<file path="src/rtl/reg_bank_param.sv">
// Bank of NUM_REGS registers sharing one function select and data input,
// with per-register sticky wrap flags and two combinational read ports.
module reg_bank_param #(
    parameter int WIDTH    = 32,
    parameter int NUM_REGS = 4,
    parameter int SELW     = $clog2(NUM_REGS)
) (
    input  logic                clock_i,
    input  logic                reset_ni,
    input  logic [NUM_REGS-1:0] e_i,
    input  logic [2:0]          fun_sel_i,
    input  logic [WIDTH-1:0]    i_i,
    input  logic [SELW-1:0]     out_a_sel_i,
    input  logic [SELW-1:0]     out_b_sel_i,
    output logic [WIDTH-1:0]    out_a_o,
    output logic [WIDTH-1:0]    out_b_o,
    output logic [NUM_REGS-1:0] wrap_o
);

    typedef enum logic [2:0] {
        FS_DEC   = 3'b000,
        FS_INC   = 3'b001,
        FS_LOAD  = 3'b010,
        FS_CLR   = 3'b011,
        FS_LD8   = 3'b100,
        FS_LD16  = 3'b101,
        FS_SHL8  = 3'b110,
        FS_SEXT  = 3'b111
    } fun_sel_e;

    localparam logic [WIDTH-1:0] ONE      = WIDTH'(1);
    localparam logic [WIDTH-1:0] ALL_ONES = {WIDTH{1'b1}};

    logic [WIDTH-1:0] zext8;
    logic [WIDTH-1:0] zext16;
    logic [WIDTH-1:0] sext16;
    logic [WIDTH-1:0] rd_arr [NUM_REGS];

    // Load variants derived from I are the same for every register.
    assign zext8  = WIDTH'(i_i[7:0]);
    assign zext16 = WIDTH'(i_i[15:0]);
    assign sext16 = WIDTH'($signed(i_i[15:0]));

    generate
        for (genvar gi = 0; gi < NUM_REGS; gi++) begin : g_reg
            logic [WIDTH-1:0] val_q;
            logic [WIDTH-1:0] val_d;
            logic             wrap_q;
            logic             wrap_d;

            always_comb begin
                val_d  = val_q;
                wrap_d = wrap_q;
                if (e_i[gi]) begin
                    case (fun_sel_e'(fun_sel_i))
                        FS_DEC: begin
                            val_d = val_q - ONE;
                            if (val_q == '0) wrap_d = 1'b1;
                        end
                        FS_INC: begin
                            val_d = val_q + ONE;
                            if (val_q == ALL_ONES) wrap_d = 1'b1;
                        end
                        FS_LOAD: val_d = i_i;
                        FS_CLR: begin
                            val_d  = '0;
                            wrap_d = 1'b0;
                        end
                        FS_LD8:  val_d = zext8;
                        FS_LD16: val_d = zext16;
                        FS_SHL8: val_d = {val_q[WIDTH-9:0], i_i[7:0]};
                        FS_SEXT: val_d = sext16;
                        default: val_d = val_q;
                    endcase
                end
            end

            always_ff @(posedge clock_i or negedge reset_ni) begin
                if (!reset_ni) begin
                    val_q  <= '0;
                    wrap_q <= 1'b0;
                end else begin
                    val_q  <= val_d;
                    wrap_q <= wrap_d;
                end
            end

            assign rd_arr[gi] = val_q;
            assign wrap_o[gi] = wrap_q;
        end
    endgenerate

    // Reads see pre-edge state only; there is deliberately no write bypass.
    assign out_a_o = rd_arr[out_a_sel_i];
    assign out_b_o = rd_arr[out_b_sel_i];

endmodule

</file>
<file path="config.mk">
export PLATFORM = sky130hd
export DESIGN_NAME = reg_bank_param
export DESIGN_NICKNAME = d
export VERILOG_FILES = /design/src/rtl/reg_bank_param.sv
export SDC_FILE = /design/constraint.sdc
export NUM_CORES = 1
export LEC_CHECK = 0
export CAP_MARGIN = 20
export CORE_AREA = 10 10 205 207
export DETAILED_ROUTE_END_ITERATION = 10
export DIE_AREA = 0 0 215 217
export DONT_BUFFER_PORTS = 1
export GPL_TIMING_DRIVEN = 0
export PLACE_DENSITY = 0.64
export SLEW_MARGIN = 20
export SYNTH_ARGS = -nofsm -noshare
export SYNTH_HDL_FRONTEND = slang
export SYNTH_SLANG_ARGS = --single-unit
</file>
<file path="constraint.sdc">
create_clock -name clock_i -period 8.95 [get_ports clock_i]
set_input_delay 1.3425 -clock clock_i [delete_from_list [all_inputs] [get_ports clock_i]]
set_output_delay 1.3425 -clock clock_i [all_outputs]
set_load 0.005 [all_outputs]
</file>
==> impl_metrics.ini, run 1 <==
[logic_synthesis]
ys_ff_latch = 132
synth.distinct_cells = 75
ys.flop_type = dfrtp_1
synth_top_area_share_pct = 22.0
syn-num-nets = 2016
ys_seq_area_share_pct = 22.0
ys_async_sr_fraction_pct = 100
syn-cell-area_sq_um = 15000
synth_warnings = 0
yosysTopAreaCell = dfrtp_1
synth_edf_count = 0
ys_top_cells_by_area = dfrtp_1, ha_1, a21oi_1
syn_area_per_cell_sq_um = 8.19
synthCells = 1837

[clock_network]
numCtsBuffers = 17
clk_latency_ns = 0.46
tritoncts = built
cts_root_buf = clkbuf_16
htree_levels = 4
clockBufferDepth = 2
postCtsSetupRepairBufs = 0
hold_buffers = 0
clk_pin_slew_ns = 0.06
cts_resized = 0
clkSinkCount = 132

[floorplan]
io_pins = 113
dieArea_sq_um = 46700
fp.coreArea_sq_um = 38100
start_util_pct = 39.5
die_h_um = 217
die_w_um = 215
core.rowCount = 72

[setup_path]
r2r_end = g_reg[0].val_q[29]$_DFFE_PN0P_
path_common_cell = o21ai_0
r2r_start = g_reg[0].val_q[13]$_DFFE_PN0P_
path_class = primary input to flip-flop
endpoint_kind = flip-flop
slowest_delay_ns = 0.62
r2r_slack_ns = 5.18
critPathSlowestCell = clkbuf_4
path_buf_inv = 4
cp_top_family = compound AO/OA/AOI/OAI gates
worstPathRequired_ns = 9.30
cp-start-kind = primary input
critPathMaxFanout = 50
worst-path-stages = 17
reg2reg_depth = 12
crit_chain = clkbuf_1, nor2_1, nand2_1, clkbuf_4, buf_16, inv_1, fa_1, nor2b_1, o21ai_1, a21oi_1, o21ai_0, o21ai_0, a31oi_1, o21ai_0, a31oi_1, xor2_1, o21ai_0
cp.arrival_ns = 6.24

[cells_and_area]
multi_input_area_sq_um = 11200
insertedDiodeCount = 0
layout_common_cells = a21oi_1, nor2_1, dfrtp_1
nets = 2037
final_layout_size_suffix_gt1_share_pct = 6.52
layout_commonest_cell = a21oi_1
syn_to_final_growth_pct = 8.23
stdcell_count = 2388
seqCellArea_sq_um = 3300
fillers = 3877

[route]
wirelength_um = 68700
drt_drc_violations_left = 0
first_pass_iters = 7
wl_per_cell_um = 28.8
viasPerCell = 6.70
routed-via-count = 16009
antenna_left = 0
first_iter_violations = 1613

[sta]
skew_ns = 0.00841
tightest_slew_ns = 1.23
final_hold_viol_count = 0
timing.fmax_mhz = 170
fin_crit_sh_pct = 65.8
rsz0062_at_grt = no
drv_slew = 0
maxSlewHeadroom_pct = 17.8
setup_viol = 0
period_minus_slack_ns = 5.89
hold_slack_ns = 0.514

[flow_run]
drv_cap = 0

[power]
power_density_nw_per_um2 = 203
p_leak_nw = 6.34
ir_drop_uv = 162

[grt]
grt_pass1_vias = 15607
grt_pass1_wl_um = 101000
antenna_found_initial = 1
grt_max_degree = 133
gr-total-overflow = 0
grt_use_total_pct = 28.5

[min_path]
hp-start = g_reg[3].wrap_q$_DFFE_PN0P_
holdPathStages = 1
hold_end = g_reg[3].wrap_q$_DFFE_PN0P_
worstHoldPathType = flip-flop to flip-flop

[placement]
gp_congestion = 1.00
placed_cells = 2357
portBuffers = 0
dp_hpwl_um = 52900

[outcome]
status = finished, final reports clean
-- worst max path at each step --
stage	end	from
global placement	g_reg[3].val_q[28]$_DFFE_PN0P_	fun_sel_i[2]
detailed placement	g_reg[2].val_q[30]$_DFFE_PN0P_	fun_sel_i[2]
global route	g_reg[3].val_q[28]$_DFFE_PN0P_	fun_sel_i[2]
CTS	g_reg[3].val_q[28]$_DFFE_PN0P_	fun_sel_i[2]
floorplan	g_reg[1].val_q[30]$_DFFE_PN0P_	fun_sel_i[2]
finish	g_reg[3].val_q[28]$_DFFE_PN0P_	fun_sel_i[2]
-- layer usage --
layer / track usage, % / vias up / routed length (um)
met1: 33.5 / 7773 / 26000
met3: 6.55 / 215 / 6760
met5: 0 / - / 11
met2: 46.6 / 929 / 31400
li1: - / 7090 / -
met4: 17.7 / 2 / 4480
-- where the power goes --
part	total, mW	internal, mW	switching (mW)	leakage [nW]
combinational	1.63	0.689	0.946	4.52
sequential	0.989	0.691	0.298	1.55
clock	0.678	0.400	0.278	0.268
total	3.30	1.78	1.52	6.34
-- through the flow --
stage | utilization [%] | setup WS [ns] | power (mW) | area, sq um | setup TNS, ns
3_5_place_dp | 41.3 | 2.80 | 2.57 | 15700 | 0
3_3_place_gp | 41.2 | -3.01 | 2.56 | 15700 | -190.62
4_1_cts | 42.7 | 3.24 | 3.25 | 16300 | 0
6_report | 42.7 | 3.06 | 3.30 | 16300 | 0
5_1_grt | 42.7 | 2.76 | 3.48 | 16300 | 0
2_1_floorplan | - | 0.866 | 2.06 | 15000 | 0
-- Yosys cell counts (all sizes together), types with 4 or more instances --
cell and count:
o211ai 24, nor2b 24, o21ai 134, mux2 5
a31oi 22, dfrtp 132, nor4 44, o21bai 12
nand4 58, inv 34, nand2 122, nand2b 15
ha 130, and2 13, nor2 164, a31o 5
a22oi 4, or3 5, o31a 4, xnor2 69
o31ai 11, and3 19, a21o 84, mux4 64
a21boi 7, o21a 13, nor3b 5, a221oi 36
xor2 36, a41oi 8, mux2i 4, nor3 17
o2111ai 5, clkbuf 94, a221o 4, buf 18
a21oi 296, fa 4, a211o 7, nand3 35
a211oi 14
-- logic make-up (layout without fill, tap and decap cells) --
kind of cell               Yosys count  in the layout  share of synthesized area, %
AOI/OAI and AO/OA                  714            714                          29.4
and+or+nand+nor                    533            533                          17.2
buffers and inverters              146            179                          3.76
adders and majority gates          134            134                          11.3
DFF                                132            132                          22.0
xor gates and xnor gates           105            105                          6.11
muxes                               73             73                          10.2
-- cell type report --
| cell class | count | area share (%) |
|---|---|---|
| Clock inverter | 5 | 0.307 |
| Buffer | 112 | 2.71 |
| Tap cell | 518 | 3.98 |
| Timing Repair Buffer | 2 | 0.292 |
| Multi-Input combinational cell | 1559 | 68.6 |
| Sequential cell | 132 | 20.3 |
| Inverter | 34 | 0.784 |
| Clock buffer | 26 | 3.00 |
-- state kept, by name (all words and copies together), names as in the netlist --
register and flops:
g.val_q 128, g.wrap_q 4
Power figures use the tool's default switching activity.
==> inputs of run 2 (changes only) <==
==> constraint.sdc (replaced) <==
create_clock -name clock_i -period 5.55 [get_ports clock_i]
set_input_delay 0.8325 -clock clock_i [delete_from_list [all_inputs] [get_ports clock_i]]
set_output_delay 0.8325 -clock clock_i [all_outputs]
set_load 0.005 [all_outputs]
==> impl_metrics.ini, run 2 (same netlist as run 1, synthesis figures left out) <==
[min_path]
worstHoldPathType = primary input to async pin

[sta]
fin_crit_sh_pct = 89.5
tightest_slew_ns = 1.09
period_minus_slack_ns = 4.97
fin_ws_ns = 0.581
skew_ns = 0.0133
maxSlewHeadroom_pct = 27.3
setup_viol = 0
final_hold_viol_count = 0
timing.fmax_mhz = 201
rsz0062_at_grt = no
drv_slew = 0

[outcome]
status = finished, final reports clean

[grt]
met2_usage_pct = 46.0
antenna_found_initial = 1
gr-total-overflow = 0
grt_use_total_pct = 28.2
gr-usage-met3_pct = 5.17
grt_pass1_wl_um = 99700
grt.busiest_layer = met2
met1_usage_pct = 34.6
grt_pass1_vias = 15466
grt_max_degree = 133

[setup_path]
critPathSlowestCell = o41ai_1
crit_chain = clkbuf_1, nor2_1, nand2_1, clkbuf_8, buf_16, ha_1, and2_1, and3_1, o211ai_1, a31oi_1, o2111ai_1, a31oi_1, a31oi_1, o41ai_1, xnor2_1, o21ai_1
slowest_delay_ns = 0.49
cp.arrival_ns = 5.29
critPathMaxFanout = 71
worstPathRequired_ns = 5.87
cp-start-kind = primary input
endpoint_kind = flip-flop
r2r_slack_ns = 1.90
path_class = primary input to flip-flop
r2r_end = g_reg[1].val_q[30]$_DFFE_PN0P_
reg2reg_depth = 12
path_common_cell = a31oi_1
r2r_start = g_reg[1].val_q[0]$_DFFE_PN0P_

[clock_network]
cts_root_buf = clkbuf_16
postCtsSetupRepairBufs = 0
numCtsBuffers = 17
tritoncts = built
clockBufferDepth = 2
clkSinkCount = 132
clk_pin_slew_ns = 0.07
clk_latency_ns = 0.45
htree_levels = 4
hold_buffers = 0
cts_resized = 0

[placement]
dpl_cell_area_sq_um = 15700
place_ws_ns = 0.264
portBuffers = 0
dp_hpwl_um = 52800
gp_congestion = 1.02

[cells_and_area]
top_regs = g.val_q (128), g.wrap_q (4)
layout_commonest_cell = a21oi_1
nets = 2036
syn_to_final_growth_pct = 8.71
seqCellArea_sq_um = 3300
layout_common_cells = a21oi_1, nor2_1, dfrtp_1
largest_register_ff_count = 128
multi_input_area_sq_um = 11200
utilization_pct = 42.9
top_register = g.val_q
fillers = 3809
final_layout_size_suffix_gt1_share_pct = 6.74
fin_area_sq_um = 16400

[route]
wirelength_um = 68000
viasPerCell = 6.66
antenna_left = 0
wl_per_cell_um = 28.5
first_pass_iters = 5
drt_drc_violations_left = 0
routed-via-count = 15899
first_iter_violations = 1710

[floorplan]
io_pins = 113
core.rowCount = 72
dieArea_sq_um = 46700
die_h_um = 217
die_w_um = 215
fp.coreArea_sq_um = 38100
start_util_pct = 39.5

[power]
ir_drop_uv = 234
p_leak_nw = 6.36
power_density_nw_per_um2 = 333

[flow_run]
drv_cap = 0
run 2: cell type report:
class,count,share of cell area [%]
clock buffer,23,3.04
inverter,34,0.780
clock inverter,8,0.750
antenna,2,0.0306
buffer,112,2.74
tap,518,3.96
multi-input combinational,1559,68.3
sequential,132,20.2
timing repair buffer,1,0.168
run 2: routing by layer:
| layer | share of wire (%) | vias up |
|---|---|---|
| met1 | 39 | 7781 |
| met5 | 0 | - |
| met2 | 46 | 831 |
| met3 | 8.9 | 188 |
| met4 | 6.2 | 0 |
| li1 | - | 7099 |
run 2: worst max-delay path by stage:
stage	start	to	slack, ns	depth (start not counted)
floorplan	fun_sel_i[2]	g_reg[1].val_q[30]$_DFFE_PN0P_	0.01	16
global placement	fun_sel_i[2]	g_reg[3].val_q[20]$_DFFE_PN0P_	-2.34	16
detailed placement	fun_sel_i[2]	g_reg[2].val_q[30]$_DFFE_PN0P_	0.26	16
CTS	fun_sel_i[2]	g_reg[2].val_q[30]$_DFFE_PN0P_	0.70	16
global route	fun_sel_i[2]	g_reg[3].val_q[20]$_DFFE_PN0P_	0.39	16
finish	fun_sel_i[2]	g_reg[2].val_q[30]$_DFFE_PN0P_	0.58	16
run 2: critical path, delay by kind of cell:
family          cells  cell delay (ns)
buf+inv             3             0.90
xor+xnor            1             0.17
simple gates        4             1.04
compound gates      7             1.76
fa+ha+maj           1             0.45
run 2: power breakdown:
part / internal [mW] / total (mW) / leakage (nW) / switching (mW)
Sequential: 1.11 / 1.59 / 1.55 / 0.478
Clock: 0.762 / 1.23 / 0.297 / 0.467
Combinational: 1.11 / 2.63 / 4.52 / 1.52
run 2: stage by stage:
step           hold WS (ns)  total power, mW  cells  setup TNS, ns
2_1_floorplan         0.481             3.33   1837              0
3_3_place_gp          0.492             4.12   2355        -144.56
3_5_place_dp          0.500             4.16   2356              0
4_1_cts              0.0735             5.39   2387              0
5_1_grt              0.0838             5.73   2387              0
6_report             0.0898             5.45   2389              0
